--- config.mk ---
export PLATFORM = sky130hd
export DESIGN_NAME = mux_scan_sequencer
export DESIGN_NICKNAME = d
export VERILOG_FILES = /design/src/rtl/mux_scan_sequencer_pkg.sv /design/src/rtl/mux_scan_sequencer_mux_adr_gen.sv /design/src/rtl/mux_scan_sequencer.sv
export SDC_FILE = /design/constraint.sdc
export NUM_CORES = 1
export LEC_CHECK = 0
export BUFFER_PORTS_ARGS = -buffer_cell sky130_fd_sc_hd__clkbuf_2
export CAP_MARGIN = 20
export CORE_UTILIZATION = 50
export DETAILED_ROUTE_END_ITERATION = 16
export GPL_ROUTABILITY_DRIVEN = 0
export PLACE_DENSITY = 0.72
export SETUP_SLACK_MARGIN = 0.05
export SLEW_MARGIN = 10
export SYNTH_ARGS = -nofsm -noshare
export SYNTH_HDL_FRONTEND = slang
export SYNTH_HIERARCHICAL = 1
export SYNTH_SLANG_ARGS = --single-unit
export TNS_END_PERCENT = 50
--- constraint.sdc ---
create_clock -name clock -period 4.89 [get_ports clock]
set_input_delay 0.2445 -clock clock [delete_from_list [all_inputs] [get_ports clock]]
set_output_delay 0.2445 -clock clock [all_outputs]
set_load 0.01 [all_outputs]
--- src/rtl/mux_scan_sequencer_pkg.sv ---
// Shared comparator-test definitions: scan FSM encoding and default mux geometry.
package mux_scan_sequencer_pkg;

    localparam int COMPTEST_NCH   = 16;
    localparam int COMPTEST_ADR_W = 4;
    localparam int COMPTEST_CNT_W = 8;

    typedef enum logic [2:0] {
        ST_IDLE,
        ST_SETTLE,
        ST_PULSE,
        ST_WAIT,
        ST_NEXT
    } scan_state_e;

endpackage

--- src/rtl/mux_scan_sequencer_mux_adr_gen.sv ---
// Combinational target -> high/med/low mux address triple with a conflict flag.
module mux_adr_gen
    import mux_scan_sequencer_pkg::*;
#(
    parameter int NCH   = COMPTEST_NCH,
    parameter int ADR_W = COMPTEST_ADR_W
) (
    input  logic [ADR_W-1:0] target,
    output logic [ADR_W-1:0] high_adr,
    output logic [ADR_W-1:0] med_adr,
    output logic [ADR_W-1:0] low_adr,
    output logic             conflict
);

    localparam logic [ADR_W-1:0] LAST_ADR = ADR_W'(NCH - 1);

    // Out-of-range targets and any coincident pair (always the case for NCH < 3) are conflicts.
    always_comb begin
        high_adr = target;
        med_adr  = (target == LAST_ADR) ? '0 : target + ADR_W'(1);
        low_adr  = (target == '0) ? LAST_ADR : target - ADR_W'(1);
        conflict = (32'(target) >= 32'(NCH)) ||
                   (high_adr == med_adr) ||
                   (high_adr == low_adr) ||
                   (med_adr == low_adr);
    end

endmodule

--- src/rtl/mux_scan_sequencer.sv ---
// Comparator-test pulse mux sequencer: per-channel settle, enable pulse, readout handshake.
module mux_scan_sequencer
    import mux_scan_sequencer_pkg::*;
#(
    parameter int NCH   = COMPTEST_NCH,
    parameter int ADR_W = COMPTEST_ADR_W,
    parameter int CNT_W = COMPTEST_CNT_W
) (
    input  logic             clock,
    input  logic             reset_n,
    input  logic             start,
    input  logic             abort,
    input  logic             single_mode,
    input  logic [ADR_W-1:0] single_adr,
    input  logic [CNT_W-1:0] n_pulses,
    input  logic [CNT_W-1:0] settle_cyc,
    input  logic [CNT_W-1:0] pulse_cyc,
    input  logic             readout_ack,
    output logic [ADR_W-1:0] high_adr,
    output logic [ADR_W-1:0] med_adr,
    output logic [ADR_W-1:0] low_adr,
    output logic             mux_en_req,
    output logic             pulse_strobe,
    output logic             busy,
    output logic             done,
    output logic             conflict_err,
    output logic [CNT_W-1:0] cur_pulse
);

    localparam logic [ADR_W-1:0] LAST_ADR = ADR_W'(NCH - 1);

    scan_state_e      state_q, state_d;
    logic [ADR_W-1:0] target_q, target_d;
    logic [CNT_W-1:0] cnt_q, cnt_d;
    logic [CNT_W-1:0] cur_pulse_q, cur_pulse_d;
    logic [CNT_W-1:0] n_cfg_q, n_cfg_d;
    logic [CNT_W-1:0] settle_cfg_q, settle_cfg_d;
    logic [CNT_W-1:0] pulse_cfg_q, pulse_cfg_d;
    logic             single_q, single_d;
    logic             mux_en_q, mux_en_d;
    logic             strobe_q, strobe_d;
    logic             busy_q, busy_d;
    logic             done_q, done_d;
    logic             err_q, err_d;
    logic [ADR_W-1:0] high_q, high_d;
    logic [ADR_W-1:0] med_q, med_d;
    logic [ADR_W-1:0] low_q, low_d;
    logic             adr_conflict_q, adr_conflict_d;
    logic [CNT_W:0]   next_pulse;
    logic [CNT_W-1:0] n_eff, settle_eff, pulse_eff;

    // Addresses are derived from the next target so they update together with SETTLE entry.
    mux_adr_gen #(
        .NCH   (NCH),
        .ADR_W (ADR_W)
    ) u_adr_gen (
        .target   (target_d),
        .high_adr (high_d),
        .med_adr  (med_d),
        .low_adr  (low_d),
        .conflict (adr_conflict_d)
    );

    assign n_eff      = (n_pulses == '0)   ? CNT_W'(1) : n_pulses;
    assign settle_eff = (settle_cyc == '0) ? CNT_W'(1) : settle_cyc;
    assign pulse_eff  = (pulse_cyc == '0)  ? CNT_W'(1) : pulse_cyc;

    always_comb begin
        state_d      = state_q;
        target_d     = target_q;
        cnt_d        = cnt_q;
        cur_pulse_d  = cur_pulse_q;
        n_cfg_d      = n_cfg_q;
        settle_cfg_d = settle_cfg_q;
        pulse_cfg_d  = pulse_cfg_q;
        single_d     = single_q;
        mux_en_d     = 1'b0;
        strobe_d     = 1'b0;
        done_d       = 1'b0;
        err_d        = err_q;
        next_pulse   = {1'b0, cur_pulse_q} + (CNT_W+1)'(1);

        case (state_q)
            ST_IDLE: begin
                if (start) begin
                    single_d     = single_mode;
                    n_cfg_d      = n_eff;
                    settle_cfg_d = settle_eff;
                    pulse_cfg_d  = pulse_eff;
                    target_d     = single_mode ? single_adr : '0;
                    cur_pulse_d  = '0;
                    cnt_d        = settle_eff;
                    err_d        = 1'b0;
                    state_d      = ST_SETTLE;
                end
            end
            ST_SETTLE: begin
                if (cnt_q <= CNT_W'(1)) begin
                    if (adr_conflict_q) begin
                        err_d   = 1'b1;
                        state_d = ST_NEXT;
                    end else begin
                        mux_en_d = 1'b1;
                        strobe_d = 1'b1;
                        cnt_d    = pulse_cfg_q;
                        state_d  = ST_PULSE;
                    end
                end else begin
                    cnt_d = cnt_q - CNT_W'(1);
                end
            end
            ST_PULSE: begin
                if (cnt_q <= CNT_W'(1)) begin
                    state_d = ST_WAIT;
                end else begin
                    cnt_d    = cnt_q - CNT_W'(1);
                    mux_en_d = 1'b1;
                end
            end
            ST_WAIT: begin
                if (readout_ack) begin
                    state_d = ST_NEXT;
                end
            end
            ST_NEXT: begin
                if (next_pulse < {1'b0, n_cfg_q}) begin
                    cur_pulse_d = next_pulse[CNT_W-1:0];
                    cnt_d       = settle_cfg_q;
                    state_d     = ST_SETTLE;
                end else begin
                    cur_pulse_d = '0;
                    if (single_q || (target_q == LAST_ADR)) begin
                        done_d  = 1'b1;
                        state_d = ST_IDLE;
                    end else begin
                        target_d = target_q + ADR_W'(1);
                        cnt_d    = settle_cfg_q;
                        state_d  = ST_SETTLE;
                    end
                end
            end
            default: state_d = ST_IDLE;
        endcase

        // Abort wins over start and ack; the addresses are left where they were.
        if (abort) begin
            state_d     = ST_IDLE;
            target_d    = target_q;
            cnt_d       = '0;
            cur_pulse_d = '0;
            mux_en_d    = 1'b0;
            strobe_d    = 1'b0;
            done_d      = 1'b0;
            err_d       = err_q;
        end

        busy_d = (state_d != ST_IDLE);
    end

    always_ff @(posedge clock or negedge reset_n) begin
        if (!reset_n) begin
            state_q        <= ST_IDLE;
            target_q       <= '0;
            cnt_q          <= '0;
            cur_pulse_q    <= '0;
            n_cfg_q        <= '0;
            settle_cfg_q   <= '0;
            pulse_cfg_q    <= '0;
            single_q       <= 1'b0;
            mux_en_q       <= 1'b0;
            strobe_q       <= 1'b0;
            busy_q         <= 1'b0;
            done_q         <= 1'b0;
            err_q          <= 1'b0;
            high_q         <= '0;
            med_q          <= '0;
            low_q          <= '0;
            adr_conflict_q <= 1'b0;
        end else begin
            state_q        <= state_d;
            target_q       <= target_d;
            cnt_q          <= cnt_d;
            cur_pulse_q    <= cur_pulse_d;
            n_cfg_q        <= n_cfg_d;
            settle_cfg_q   <= settle_cfg_d;
            pulse_cfg_q    <= pulse_cfg_d;
            single_q       <= single_d;
            mux_en_q       <= mux_en_d;
            strobe_q       <= strobe_d;
            busy_q         <= busy_d;
            done_q         <= done_d;
            err_q          <= err_d;
            high_q         <= high_d;
            med_q          <= med_d;
            low_q          <= low_d;
            adr_conflict_q <= adr_conflict_d;
        end
    end

    assign high_adr     = high_q;
    assign med_adr      = med_q;
    assign low_adr      = low_q;
    assign mux_en_req   = mux_en_q;
    assign pulse_strobe = strobe_q;
    assign busy         = busy_q;
    assign done         = done_q;
    assign conflict_err = err_q;
    assign cur_pulse    = cur_pulse_q;

endmodule

==> flow_summary.ini <==
[run_status]
status = complete, no violations

[sta]
slew_headroom_pct = 45.7
rsz0062_at_grt = no
clock-skew-final_ns = 0.00629
setup_violations = 0
worst-slew-pin-transition_ns = 0.814
max_freq_mhz = 254
finalSetupTns_ns = 0
hold_viol_final = 0
min_period_ns = 3.94
drv_slew = 0
post-route-period-util_pct = 80.5

[global_routing]
grt_pass1_wl_um = 13300
gr-total-overflow = 0
first_global_vias = 2796
grt_usage_pct = 23.1
grt_max_degree = 67
antenna_found_initial = 0

[worst_setup_path]
r2r_end = low_adr[3]
max_stage_delay_ns = 0.43
crit_top_cell = ha_1
cp_max_fo = 9
path_class = flip-flop to flip-flop
worstPathCellList = ha_1 > nand3_1 > nor2_1 > xor2_1 > ha_1 > a21o_1 > a221o_1 > a211oi_4 > nor2_1 > mux2i_1 > o31ai_1 > buf_4 > inv_1 > ha_1 > o21ba_1 > o31ai_1
crit_start = cur_pulse[0]
cp.required_ns = 5.09
r2r_setup_slack_ns = 0.95
reg2reg_from = cur_pulse[0]
worstSetupEndpointType = flip-flop
critical-path-top-delay-family = compound AO/OA/AOI/OAI gates
r2r_cells = 16
start_kind = flip-flop
critPathBufInv = 2
cp_data_arrival_time_ns = 4.14
worst_path_max_delay_cell = dfrtp_1

[clocking]
cts_tree = yes
cts_setup_buffers = 0
cts_sinks = 66
cts.repair.resized = 0
h-tree-depth = 3
path_clk_slew_ns = 0.07
clockBufferDepth = 2
cts-buffers-inserted = 9
ctsHoldBuffers = 0
cts_root_buf = clkbuf_8
clock_latency_ns = 0.34

[place]
dp_hpwl_um = 5780
placed_cells = 519
port_buffers = 58

[route]
drc = 0
detail_route.wl_per_cell_um = 14.9
routed_wl_um = 7970
dr.pass1.iters = 5
vias = 3029
drt_iter0_markers = 238
ant_nets = 0
viasPerCell = 5.66

[synth]
synthTopCellsByArea = dfrtp_1 (45%), mux2_2 (4.6%), ha_1 (4.4%)
yosysWarnings = 6
syn_inst = 378
synth_ff_type = dfrtp_1
avgSynthCellArea_sq_um = 9.68
synthDistinctLibCells = 56
synth.largest_area_cell = dfrtp_1
synth_top_area_share_pct = 45.2
postSynth.asyncResetShare_pct = 100
ys_seq_area_share_pct = 45.2
synth_edf_count = 0
syn_area_sq_um = 3660
ys_ff_latch = 66
syn_nets = 425

[final_layout]
fill_cells = 609
final_nets = 481
diodes = 0
area_growth_pct = 15.4
final_common_cell = dfrtp_1
finalNonFillerCells = 535
final_cell_mix = dfrtp_1 (66), clkbuf_2 (57), nor2_1 (31), o21ai_0 (31), nand2_1 (28)
layout-drive-gt1-share_pct = 23.9

[power_and_ir_drop]
peakVddDrop_v = 0.000284
switching_power_mw = 0.906
p_leak_nw = 1.97
power_mw = 2.34
p_seq_share_pct = 38.6
switching_share_pct = 38.7
pwr-share-clk_pct = 20.9
power_density_nw_per_um2 = 555
comb_power_share_pct = 40.5
p_int_mw = 1.44

[floorplan]
ios = 59
die_w_um = 87.5
start_util_pct = 52.7
core_sq_um = 6940
die_y_um = 87.5
num_rows = 30
dieArea_sq_um = 7660

[worst_hold_path]
hold_path_class = input pin to asynchronous set/reset pin

[run]
maxCapViolations = 0
## power groups by stage
stage	sequential [mW]	combinational [mW]	clock, mW
after CTS	0.902	0.943	0.507
final	0.905	0.948	0.490
after detailed placement	0.911	0.937	0
after global placement	0.907	0.917	0
after floorplan	0.883	0.717	0
after global routing	0.935	1.06	0.529
## worst max path at each step
stage,endpoint,cells after the start
after global routing,low_adr[3],16
after global placement,low_adr[3],16
after CTS,low_adr[3],16
after floorplan,low_adr[3],15
final,low_adr[3],16
after detailed placement,low_adr[3],16
## metrics by stage
stage | utilization [%] | setup WS, ns | hold WS [ns] | instance area, sq um
2_1_floorplan | - | 0.995 | -0.0511 | 3660
3_3_place_gp | 57.6 | 1.17 | 0.470 | 4000
3_5_place_dp | 57.6 | 0.969 | 0.477 | 4000
4_1_cts | 60.8 | 0.961 | 0.107 | 4220
5_1_grt | 60.8 | 0.684 | 0.136 | 4220
6_report | 60.8 | 0.954 | 0.0646 | 4220
## cell usage after synthesis (all sizes together) (2+ instances only)
cell type and n:
nand2 28, or2 2, or3 2, a21oi 23
a31oi 8, a211oi 5, mux2i 3, nor3 14
buf 15, nand3 7, o31ai 6, nor2b 5
o21ai 31, o31a 3, and2 4, o21a 3
a221oi 4, nand2b 7, nor4b 2, a21o 7
a22oi 2, a2bb2oi 2, ha 13, o41ai 4
nor4 7, o22ai 4, nor3b 5, inv 18
and3 5, dfrtp 66, mux2 15, nor2 31
xnor2 3, xor2 6, clkbuf 3, a221o 2
a22o 2
## per-layer routing
metal	global-route usage (%)	wire, um	up-vias
met1	32.8	3900	1433
li1	-	-	1484
met4	11.8	147	0
met2	33.7	3490	101
met3	4.27	430	11
met5	0	0	-
## registers in the layout (all words and copies together) (netlist names)
name            cells
conflict_err        1
cnt_q               8
settle_cfg_q        8
med_adr             4
low_adr             4
n_cfg_q             8
done                1
mux_en_req          1
busy                1
adr_conflict_q      1
pulse_strobe        1
single_q            1
pulse_cfg_q         8
cur_pulse           8
high_adr            4
target_q            4
state_q             3
## kinds of logic (layout without fill, tap and decap cells)
group	count (synthesis)	in the layout	share of synthesized area, %
other	1	1	0.103
buffers and inverters	36	97	4.79
xor gates and xnor gates	9	9	2.16
DFF	66	66	45.2
adders and majority gates	14	14	4.72
muxes	18	18	5.44
AOI/OAI and AO/OA	113	113	20.6
and+or+nand+nor	121	121	17.1
## final cells by class
cell class	instances	area [sq um]	share of cell area, %
inverter	18	67.6	1.60
tap	96	120	2.85
clock buffer	9	124	2.94
clock inverter	7	93.8	2.22
multi-input combinational	276	1840	43.5
sequential	66	1650	39.1
timing repair buffer	63	328	7.77
(Power assumes the default switching activity.)
